[config.mk]
export PLATFORM = sky130hd
export DESIGN_NAME = pmem_line_adapter
export DESIGN_NICKNAME = d
export VERILOG_FILES = /design/src/rtl/cache_pkg.sv /design/src/rtl/pmem_line_adapter.sv
export SDC_FILE = /design/constraint.sdc
export NUM_CORES = 1
export LEC_CHECK = 0
export ABC_CLOCK_PERIOD_IN_PS = 25900
export BUFFER_PORTS_ARGS = -buffer_cell sky130_fd_sc_hd__buf_2
export CAP_MARGIN = 5
export CORE_AREA = 4 4 277 279
export CTS_CLUSTER_DIAMETER = 80
export DETAILED_ROUTE_END_ITERATION = 10
export DIE_AREA = 0 0 281 283
export PLACE_DENSITY_LB_ADDON = 0.1
export SKIP_LAST_GASP = 1
export SLEW_MARGIN = 20
export SYNTH_ARGS = -nofsm -noshare
export SYNTH_HDL_FRONTEND = slang
export SYNTH_SLANG_ARGS = --single-unit
[constraint.sdc]
create_clock -name clk -period 25.9 [get_ports clk]
set_input_delay 2.59 -clock clk [delete_from_list [all_inputs] [get_ports clk]]
set_output_delay 2.59 -clock clk [all_outputs]
set_load 0.02 [all_outputs]
[src/rtl/cache_pkg.sv]
// Shared cache/pmem types: line and beat containers plus the line adapter state encoding.
package cache_pkg;

  localparam int unsigned LINE_BITS   = 256;
  localparam int unsigned BEAT_BITS   = 64;
  localparam int unsigned BEATS       = LINE_BITS / BEAT_BITS;
  localparam int unsigned OFFSET_BITS = $clog2(LINE_BITS / 8);

  typedef logic [LINE_BITS-1:0] line_t;
  typedef logic [BEAT_BITS-1:0] beat_t;

  typedef enum logic [1:0] {IDLE, READ, WRITE, DONE} pmem_adapter_state_t;

endpackage

[src/rtl/pmem_line_adapter.sv]
// Serves one cache line fill or writeback as a 4-beat burst to main memory and reports
// completion with a one-cycle line_resp_o pulse.
module pmem_line_adapter
  import cache_pkg::*;
#(
  parameter int unsigned ADDR_WIDTH = 32,
  parameter int unsigned LINE_WIDTH = 256,
  parameter int unsigned BEAT_WIDTH = 64
) (
  input  logic                  clk,
  input  logic                  rst,
  input  logic                  line_read_i,
  input  logic                  line_write_i,
  input  logic [ADDR_WIDTH-1:0] line_addr_i,
  input  logic [LINE_WIDTH-1:0] line_wdata_i,
  output logic [LINE_WIDTH-1:0] line_rdata_o,
  output logic                  line_resp_o,
  output logic                  burst_read_o,
  output logic                  burst_write_o,
  output logic [ADDR_WIDTH-1:0] burst_addr_o,
  output logic [BEAT_WIDTH-1:0] burst_wdata_o,
  input  logic [BEAT_WIDTH-1:0] burst_rdata_i,
  input  logic                  burst_resp_i
);

  localparam int unsigned Beats = LINE_WIDTH / BEAT_WIDTH;
  localparam int unsigned CntW  = $clog2(Beats);
  localparam int unsigned OffW  = $clog2(LINE_WIDTH / 8);

  pmem_adapter_state_t   state_q, state_d;
  logic [CntW-1:0]       cnt_q, cnt_d;
  logic [ADDR_WIDTH-1:0] addr_q, addr_d;
  logic [LINE_WIDTH-1:0] line_q, line_d;
  logic [LINE_WIDTH-1:0] rdata_q, rdata_d;

  always_ff @(posedge clk or posedge rst) begin
    if (rst) begin
      state_q <= IDLE;
      cnt_q   <= '0;
      addr_q  <= '0;
      line_q  <= '0;
      rdata_q <= '0;
    end else begin
      state_q <= state_d;
      cnt_q   <= cnt_d;
      addr_q  <= addr_d;
      line_q  <= line_d;
      rdata_q <= rdata_d;
    end
  end

  always_comb begin
    state_d = state_q;
    cnt_d   = cnt_q;
    addr_d  = addr_q;
    line_d  = line_q;
    rdata_d = rdata_q;
    unique case (state_q)
      IDLE: begin
        // Writeback has priority; a simultaneous fill stays pending for the next IDLE.
        if (line_write_i) begin
          addr_d  = {line_addr_i[ADDR_WIDTH-1:OffW], OffW'(0)};
          line_d  = line_wdata_i;
          state_d = WRITE;
        end else if (line_read_i) begin
          addr_d  = {line_addr_i[ADDR_WIDTH-1:OffW], OffW'(0)};
          state_d = READ;
        end
      end
      READ: begin
        if (burst_resp_i) begin
          line_d[int'(cnt_q) * int'(BEAT_WIDTH) +: BEAT_WIDTH] = burst_rdata_i;
          cnt_d = cnt_q + 1'b1;
          if (cnt_q == CntW'(Beats - 1)) begin
            rdata_d = line_d;
            state_d = DONE;
          end
        end
      end
      WRITE: begin
        if (burst_resp_i) begin
          cnt_d = cnt_q + 1'b1;
          if (cnt_q == CntW'(Beats - 1)) state_d = DONE;
        end
      end
      DONE:    state_d = IDLE;
      default: state_d = IDLE;
    endcase
  end

  // Outputs depend on registered state only.
  always_comb begin
    burst_read_o  = (state_q == READ);
    burst_write_o = (state_q == WRITE);
    burst_addr_o  = (state_q == READ || state_q == WRITE) ? addr_q : '0;
    burst_wdata_o = '0;
    if (state_q == WRITE) begin
      burst_wdata_o = line_q[int'(cnt_q) * int'(BEAT_WIDTH) +: BEAT_WIDTH];
    end
    line_resp_o  = (state_q == DONE);
    line_rdata_o = rdata_q;
  end

endmodule

# After elaboration in Yosys (flattened, before gate mapping)
# Index checks and enable logic that the tools add are counted.
[word_totals]
reg_bits = 548
[classes]
addsub = 2
eq_ne = 9
shifts = 3
mux = 13
reduce_logical = 10
[ops]
columns = ["op", "n"]
rows = [
  ["256-bit 2-to-1 mux", 2],
  ["256-bit one-hot mux with 2 select lines", 1],
  ["256-bit bitwise mux", 1],
  ["64-bit by 33-bit variable shift with 256-bit output, first input constant", 1],
  ["256-bit by 9-bit indexed part select with 64-bit output", 1],
  ["64-bit by 33-bit indexed part select with 256-bit output", 1],
  ["32-bit 2-to-1 mux", 3],
  ["64-bit 2-to-1 mux", 1],
  ["8-bit negation with 33-bit output", 1],
  ["3-bit AND reduction", 3],
  ["2-bit 2-to-1 mux", 4],
  ["2-bit equality test, second input constant", 3],
  ["2-bit by 1-bit != test with 1-bit output, second input constant", 3],
  ["2-bit one-hot mux with 3 select lines", 1],
  ["2-bit AND reduction", 2],
  ["2-bit nonzero test", 2],
  ["3-bit != test, second input constant", 1],
  ["2-bit by 1-bit adder with 2-bit output, second input constant", 1],
  ["2-bit by 1-bit equality test with 1-bit output, second input constant", 1],
  ["2-bit zero test", 1],
  ["2-bit != test, second input constant", 1],
  ["2-bit OR reduction", 1],
  ["1-bit logical OR", 1],
]

# Logic depth before layout (Yosys ltp)
# Gate-level depths: netlist of the first run.
[depth]
word_depth = 5
ltp_mapped = 10
depth_no_buf = 5

# Worst setup path after synthesis of the first run
# OpenSTA, ideal clock, no wires.
[synth_timing]
kind = "flip-flop to output port"
startpoint = "reg cnt_q[0]"
endpoint = "out burst_wdata_o[40]"
arrival_ns = 1.748
path_slack_ns = 21.562
stages_incl_launch_ff = 6
cell_sequence = "dfrtp_1 buf_2 buf_2 buf_4 mux4_2 and2_1"
[synth_between]
elab_chain_cells = 2
[synth_rtl]
columns = ["element", "line", "source"]
rows = [
  ["start, declared", "pmem_line_adapter.sv:31", "logic [CntW-1:0] cnt_q, cnt_d;"],
  ["start signal, assigned", "pmem_line_adapter.sv:45", "cnt_q <= cnt_d;"],
  ["256-bit by 9-bit indexed part select with 64-bit output", "pmem_line_adapter.sv:98", "burst_wdata_o = line_q[int'(cnt_q) * int'(BEAT_WIDTH) +: BEAT_WIDTH];"],
  ["64-bit 2-to-1 mux", "pmem_line_adapter.sv:97", "if (state_q == WRITE) begin"],
  ["end, declared", "pmem_line_adapter.sv:21", "output logic [BEAT_WIDTH-1:0] burst_wdata_o,"],
]
# No other way between the ends.

# Final worst setup path of the first run
[layout_timing]
startpoint = "reg cnt_q[0]"
endpoint = "out burst_wdata_o[47]"
# The elaborated chain is that of the path after synthesis.

==> results by group, run 1 <==
STA
  • Post-route clock period utilization: 0.238
  • Fin. max-slew vios: 0
  • Worst-margin pin slew: 1.20 ns
  • Relative slew slack: 0.203
  • Setup TNS: 0 ns
  • Post-layout minimum cycle time: 6.16 ns
  • Setup ws final: 19.74 ns
  • Max frequency: 162 MHz
  • Final Setup Violations: 0
  • Clk_skew: 0.0111 ns
  • Fin. Hold Viols: 0
  • RSZ-0062 raised after global routing: false

Power and ir drop
  • PwrDens: 155 nW/um2
  • Pwr Total: 5.35 mW
  • Worst-case vdd ir drop: 0.0790 mV
  • Leak: 15.0 nW

Run
  • Maxcap violations: 0

CTS
  • H-tree depth: 3
  • Clock sinks: 543
  • CTS clk-pin slew, worst paths: 0.06 ns
  • Cts hold-fix bufs: 0
  • Post-CTS repair timing setup buffer count: 0
  • Clock latency on the worst-skew pair: 0.60 ns
  • Root buffer cell: clkbuf_16
  • CTS tree: built
  • Worst-case clock buffer depth: 3
  • Post-CTS Resized: 0
  • Num CTS Buffers: 67

Detailed routing
  • Routed via count: 27,900
  • DR iter-0 viols: 3,090
  • DRC: 0
  • Highest routed layer: met5
  • Wire per inst: 29.0 um
  • Routed Antenna Nets: 0
  • Final wirelength: 132,000 um
  • First-pass iteration count of the detailed router: 5
  • Met2 wire length: 62,300 um
  • Wl on met1: 51,800 um
  • DR vias/cell: 6.15
  • Met3 WL post-DR: 11,900 um

Synthesis
  • Yosys top cell area share: 0.481
  • #FFs+latches synth: 543
  • Cells after Synth: 2,976
  • Syn Area/Cell: 9.49 um2
  • Synth async-reset ratio: 1.00
  • Top FF cell, synth: dfrtp_1
  • Synth top area cells: dfrtp_1 (48%), o21ai_0 (6.3%), a21oi_1 (6.1%)
  • Seq/Total Area, Yosys: 0.481
  • Synth area leader: dfrtp_1
  • Number of flops mapped to enable cells by yosys: 0
  • Distinct cell type count after synthesis: 41
  • Yosys warns: 0
  • Synthesized area: 28,300 um2

Critical path
  • Worst Path Required: 23.31 ns
  • Worst path slowest cell: dfrtp_4
  • Worst R2R Setup Slack: 20.66 ns
  • Worst setup EP type: output port
  • Crit Path Max Fanout: 40
  • Slowest stage delay, CP: 1.04 ns
  • Worst EP arrival: 3.57 ns
  • Worst R2R Start: cnt_q[0]
  • RR Endpoint: line_q[191]
  • Worst setup startpoint: cnt_q[0]
  • Worst path cell trace: buf_4 > mux4_2 > and2_1 > buf_2
  • R2r worst-path depth: 7
  • Startpoint types: flop
  • WS Path Type: reg -> out
  • Worst setup path end: burst_wdata_o[47]

Floorplanning
  • Full die area: 79,500 um2
  • Core Footprint: 74,200 um2
  • Initial Util: 0.381
  • Rows: 100
  • IO Count: 712
  • DIE WIDTH: 281 um
  • Die height: 283 um

Final layout
  • Fin util: 0.465
  • Most frequent cells in the layout: buf_2 (701), dfrtp_1 (541), o21ai_0 (353)
  • Synth-to-Final Area Change: 22.1%
  • Layout cells sized above 1: 0.277
  • Most common cell after layout, fill and taps aside: buf_2
  • Fill cells: 7,239
  • Final instance area: 34,500 um2
  • # nets final: 3,843

Global route
  • Largest net degree at the start of global routing: 162
  • First-pass GRT wire length: 192,000 um
  • Initial antenna violation count: 42
  • GRT Overall Usage: 0.318
  • GRT overflow: 0
  • Vias in the first global route: 27,800

Min path
  • Hold crit path type: reg -> reg

Run status
  • Status: finished clean

Place
  • IO buf count: 701
  • Post-detail-place hpwl: 82,900 um
  • Post-DP Area: 32,200 um2
  • Dpl ws: 19.90 ns
  • Placer Congestion: 0.891
## Yosys cell counts, types with 28 or more instances
master	n
clkbuf_1	196
o21ai_0	353
and2_1	94
a31oi_1	147
o32ai_1	64
mux2_2	31
dfrtp_1	543
nand2_1	211
o2bb2ai_1	28
a21oi_1	344
mux4_2	64
nor2b_1	215
nor2_1	115
o211ai_1	144
nand3b_1	47
buf_2	74
nand3_1	145
## how the worst min path moves through the flow
stage,end,from,slack (ns),cells after the start
2_1_floorplan,addr_q[10],addr_q[10],0.47,1
3_3_place_gp,line_rdata_o[64],line_rdata_o[64],0.46,2
3_5_place_dp,line_rdata_o[205],line_rdata_o[205],0.46,2
4_1_cts,line_rdata_o[205],line_rdata_o[205],0.48,2
5_1_grt,line_rdata_o[205],line_rdata_o[205],0.49,2
6_report,line_rdata_o[205],line_rdata_o[205],0.47,2
## routing by layer
layer / track usage / vias to the layer above
met5: 0 / -
met4: 0.137 / 20
met3: 0.0752 / 323
met2: 0.506 / 1640
met1: 0.415 / 14000
li1: - / 11900
## report_power, final
| group | leakage (nW) | switching [mW] | internal [mW] |
|---|---|---|---|
| Combinational | 7.26 | 1.85 | 0.947 |
| Clock | 1.09 | 0.392 | 0.564 |
| Sequential | 6.68 | 0.328 | 1.27 |
## flip-flops by register name, indices dropped and copies added, names as in the netlist
signal / count
line_q: 256
cnt_q: 2
state_q: 2
line_rdata_o: 256
addr_q: 27
## critical path: cells and delay by family (launching register included)
family                 cells  cell delay [ns]
buffers and inverters      2             1.08
flip-flops                 1             1.04
multiplexers               1             0.62
AND/OR/NAND/NOR            1             0.20
## logic make-up (layout without fill, tap and decap cells)
logic type / count (synthesis) / in the layout / share of synthesized area
flip-flops: 543 / 543 / 0.481
adder cells (fa/ha/maj): 11 / 11 / 0.00487
AO/OA/AOI/OAI: 1134 / 1134 / 0.240
other: 1 / 39 / 0.000133
AND/OR/NAND/NOR: 859 / 859 / 0.158
XOR/XNOR: 1 / 1 / 0.000310
buffers and inverters: 331 / 877 / 0.0514
multiplexers: 96 / 96 / 0.0639
## layout make-up
| class | instances | area (um2) | area share |
|---|---|---|---|
| well taps | 969 | 1210 | 0.0352 |
| repair buffers | 747 | 3920 | 0.114 |
| diodes | 34 | 85.1 | 0.00247 |
| flip-flops and latches | 543 | 13600 | 0.394 |
| clock inverters | 19 | 203 | 0.00588 |
| inverters | 10 | 55.1 | 0.00160 |
| multi-input cells | 2106 | 13400 | 0.389 |
| clock buffers | 101 | 2000 | 0.0579 |
## metrics by stage
stage | hold WS, ns | std cells
after floorplan | 0.471 | 2980
after global placement | 0.457 | 4373
final | 0.473 | 4529
after detailed placement | 0.465 | 4374
after global routing | 0.490 | 4519
after CTS | 0.478 | 4494
No activity file was read; power rests on OpenSTA's default activity.
==> run 2, diff against run 1 <==
--- a/config.mk
+++ b/config.mk
@@ -5,13 +5,13 @@
 export SDC_FILE = /design/constraint.sdc
 export NUM_CORES = 1
 export LEC_CHECK = 0
-export ABC_CLOCK_PERIOD_IN_PS = 25900
+export ABC_CLOCK_PERIOD_IN_PS = 5500
 export BUFFER_PORTS_ARGS = -buffer_cell sky130_fd_sc_hd__buf_2
 export CAP_MARGIN = 5
-export CORE_AREA = 4 4 277 279
+export CORE_AREA = 4 4 276 278
 export CTS_CLUSTER_DIAMETER = 80
 export DETAILED_ROUTE_END_ITERATION = 10
-export DIE_AREA = 0 0 281 283
+export DIE_AREA = 0 0 280 282
 export PLACE_DENSITY_LB_ADDON = 0.1
 export SKIP_LAST_GASP = 1
 export SLEW_MARGIN = 20
==> constraint.sdc (replaced) <==
create_clock -name clk -period 5.5 [get_ports clk]
set_input_delay 0.55 -clock clk [delete_from_list [all_inputs] [get_ports clk]]
set_output_delay 0.55 -clock clk [all_outputs]
set_load 0.02 [all_outputs]
==> run 2 against run 1 <==
Against the previous run:
- flip-flop and latch count unchanged
- critical path depth rose by 2
- combinational power rose to 4.8 times the previous value
- non-clock buffer count is 7 lower
- routed wire length fell by 0.71%
- power rose to 4.7 times the previous value
- final cell count decreased by 0.29%
- global-route usage down 0.12 points
- sequential power grew to 4.6 times the previous value
- worst setup slack worse by 18 ns
- critical path type is now reg -> reg
- critical endpoint is now line_q[189]
- largest power group unchanged
- highest routed layer unchanged
==> results by group, run 2 (synthesized netlist as in run 1, its figures left out) <==
Critical path
  • Worst setup EP type: flop
  • CP top delay family: buffers and inverters
  • Worst R2R Setup Slack: 1.57 ns
  • CP bufs+invs: 2
  • Worst path cell trace: buf_4 > ha_1 > and4bb_4 > buf_12 > a21oi_1 > o32ai_1
  • Slowest stage delay, CP: 0.89 ns
  • Worst EP arrival: 4.42 ns
  • Worst Path Required: 5.99 ns
  • Worst setup startpoint: cnt_q[1]
  • Worst path slowest cell: buf_4
  • Startpoint types: flop
  • WS Path Type: reg -> reg
  • Crit Path Max Fanout: 82
  • Worst R2R Start: cnt_q[1]

STA
  • Clk_skew: 0.0243 ns
  • Final Setup Violations: 0
  • Max frequency: 254 MHz
  • Setup ws final: 1.57 ns
  • Worst-margin pin slew: 1.16 ns
  • Post-route clock period utilization: 0.715
  • Fin. max-slew vios: 0
  • RSZ-0062 raised after global routing: false
  • Post-layout minimum cycle time: 3.93 ns
  • Fin. Hold Viols: 0
  • Relative slew slack: 0.223

Final layout
  • Most common cell after layout, fill and taps aside: buf_2
  • Layout cells sized above 1: 0.275
  • Most frequent cells in the layout: buf_2 (701), dfrtp_1 (541), o21ai_0 (353)
  • Synth-to-Final Area Change: 22.1%
  • # nets final: 3,835

Global route
  • GRT overflow: 0
  • Largest net degree at the start of global routing: 180
  • First-pass GRT wire length: 189,000 um
  • Initial antenna violation count: 41
  • Vias in the first global route: 27,700
  • GRT Overall Usage: 0.317

CTS
  • Num CTS Buffers: 66
  • Worst-case clock buffer depth: 3
  • H-tree depth: 3
  • Clock sinks: 543
  • Post-CTS repair timing setup buffer count: 0
  • CTS clk-pin slew, worst paths: 0.06 ns
  • Cts hold-fix bufs: 0
  • CTS tree: built
  • Root buffer cell: clkbuf_16
  • Clock latency on the worst-skew pair: 0.62 ns
  • Post-CTS Resized: 0

Detailed routing
  • DR vias/cell: 6.15
  • DRC: 0
  • DR iter-0 viols: 3,011
  • First-pass iteration count of the detailed router: 5
  • Routed via count: 27,800
  • Routed Antenna Nets: 0
  • Final wirelength: 131,000 um
  • Wire per inst: 28.9 um

Run
  • Maxcap violations: 0

Place
  • Placer Congestion: 0.888
  • IO buf count: 701
  • Post-detail-place hpwl: 82,200 um
  • Dpl ws: 1.62 ns

Power and ir drop
  • PwrDens: 731 nW/um2
  • Worst-case vdd ir drop: 0.404 mV
  • Leak: 15.0 nW
  • Pwr Total: 25.2 mW

Min path
  • Hold crit path type: in -> async

Floorplanning
  • Die height: 282 um
  • Initial Util: 0.382
  • Full die area: 79,000 um2
  • Rows: 100
  • DIE WIDTH: 280 um
  • Core Footprint: 73,900 um2
  • IO Count: 712

Run status
  • Status: finished clean
==> run 2: cell types whose count changed in the layout (fill, tap and decap cells not counted), moves of 2 or more <==
| cell | change |
|---|---|
| buf_6 | -2 |
| clkinv_8 | +2 |
| diode_2 | -6 |
| buf_4 | -12 |
| inv_6 | -3 |
| buf_12 | +8 |
| clkbuf_8 | -4 |
| clkbuf_1 | +2 |
==> run 2: area by class of cell <==
cell class | count | area [um2]
fillers | 7178 | 39500
flip-flops and latches | 543 | 13600
multi-input cells | 2106 | 13400
repair buffers | 740 | 3940
clock buffers | 99 | 1950
well taps | 969 | 1210
clock inverters | 21 | 246
diodes | 28 | 70.1
inverters | 10 | 51.3
==> run 2: final timing paths <==
| kind | cells after the start | end |
|---|---|---|
| max reg2reg | 6 | line_q[189] |
| max | 6 | line_q[189] |
| min reg2reg | 2 | line_rdata_o[0] |
| min | 2 | line_rdata_o[187] |
| min in group clk | 2 | addr_q[25] |
| max in group asynchronous | 3 | line_q[89] |
==> run 2: where the power goes <==
group	leakage [nW]	total, mW	switching, mW	internal [mW]
registers	6.68	7.40	1.42	5.98
clock network	1.09	4.50	1.85	2.65
logic	7.25	13.3	8.84	4.48
==> run 2: per-layer routing <==
metal  vias up  global-route usage  part of all wire
met5         -                   0            0.0012
met4        22               0.132             0.039
met3       301              0.0828             0.094
met2      1668               0.504              0.47
met1     13900               0.414              0.40
li1      11900                   -                 -
==> run 2: stage by stage <==
step / cells / setup TNS [ns] / cell area [um2] / util / hold WS [ns]
after global placement: 4367 / 0 / 32200 / 0.435 / 0.456
final: 4516 / 0 / 34500 / 0.466 / 0.143
after global routing: 4507 / 0 / 34500 / 0.466 / 0.151
after CTS: 4487 / 0 / 34400 / 0.465 / 0.136
after floorplan: 2980 / -1322.71 / 28300 / - / 0.471
after detailed placement: 4367 / 0 / 32200 / 0.435 / 0.465
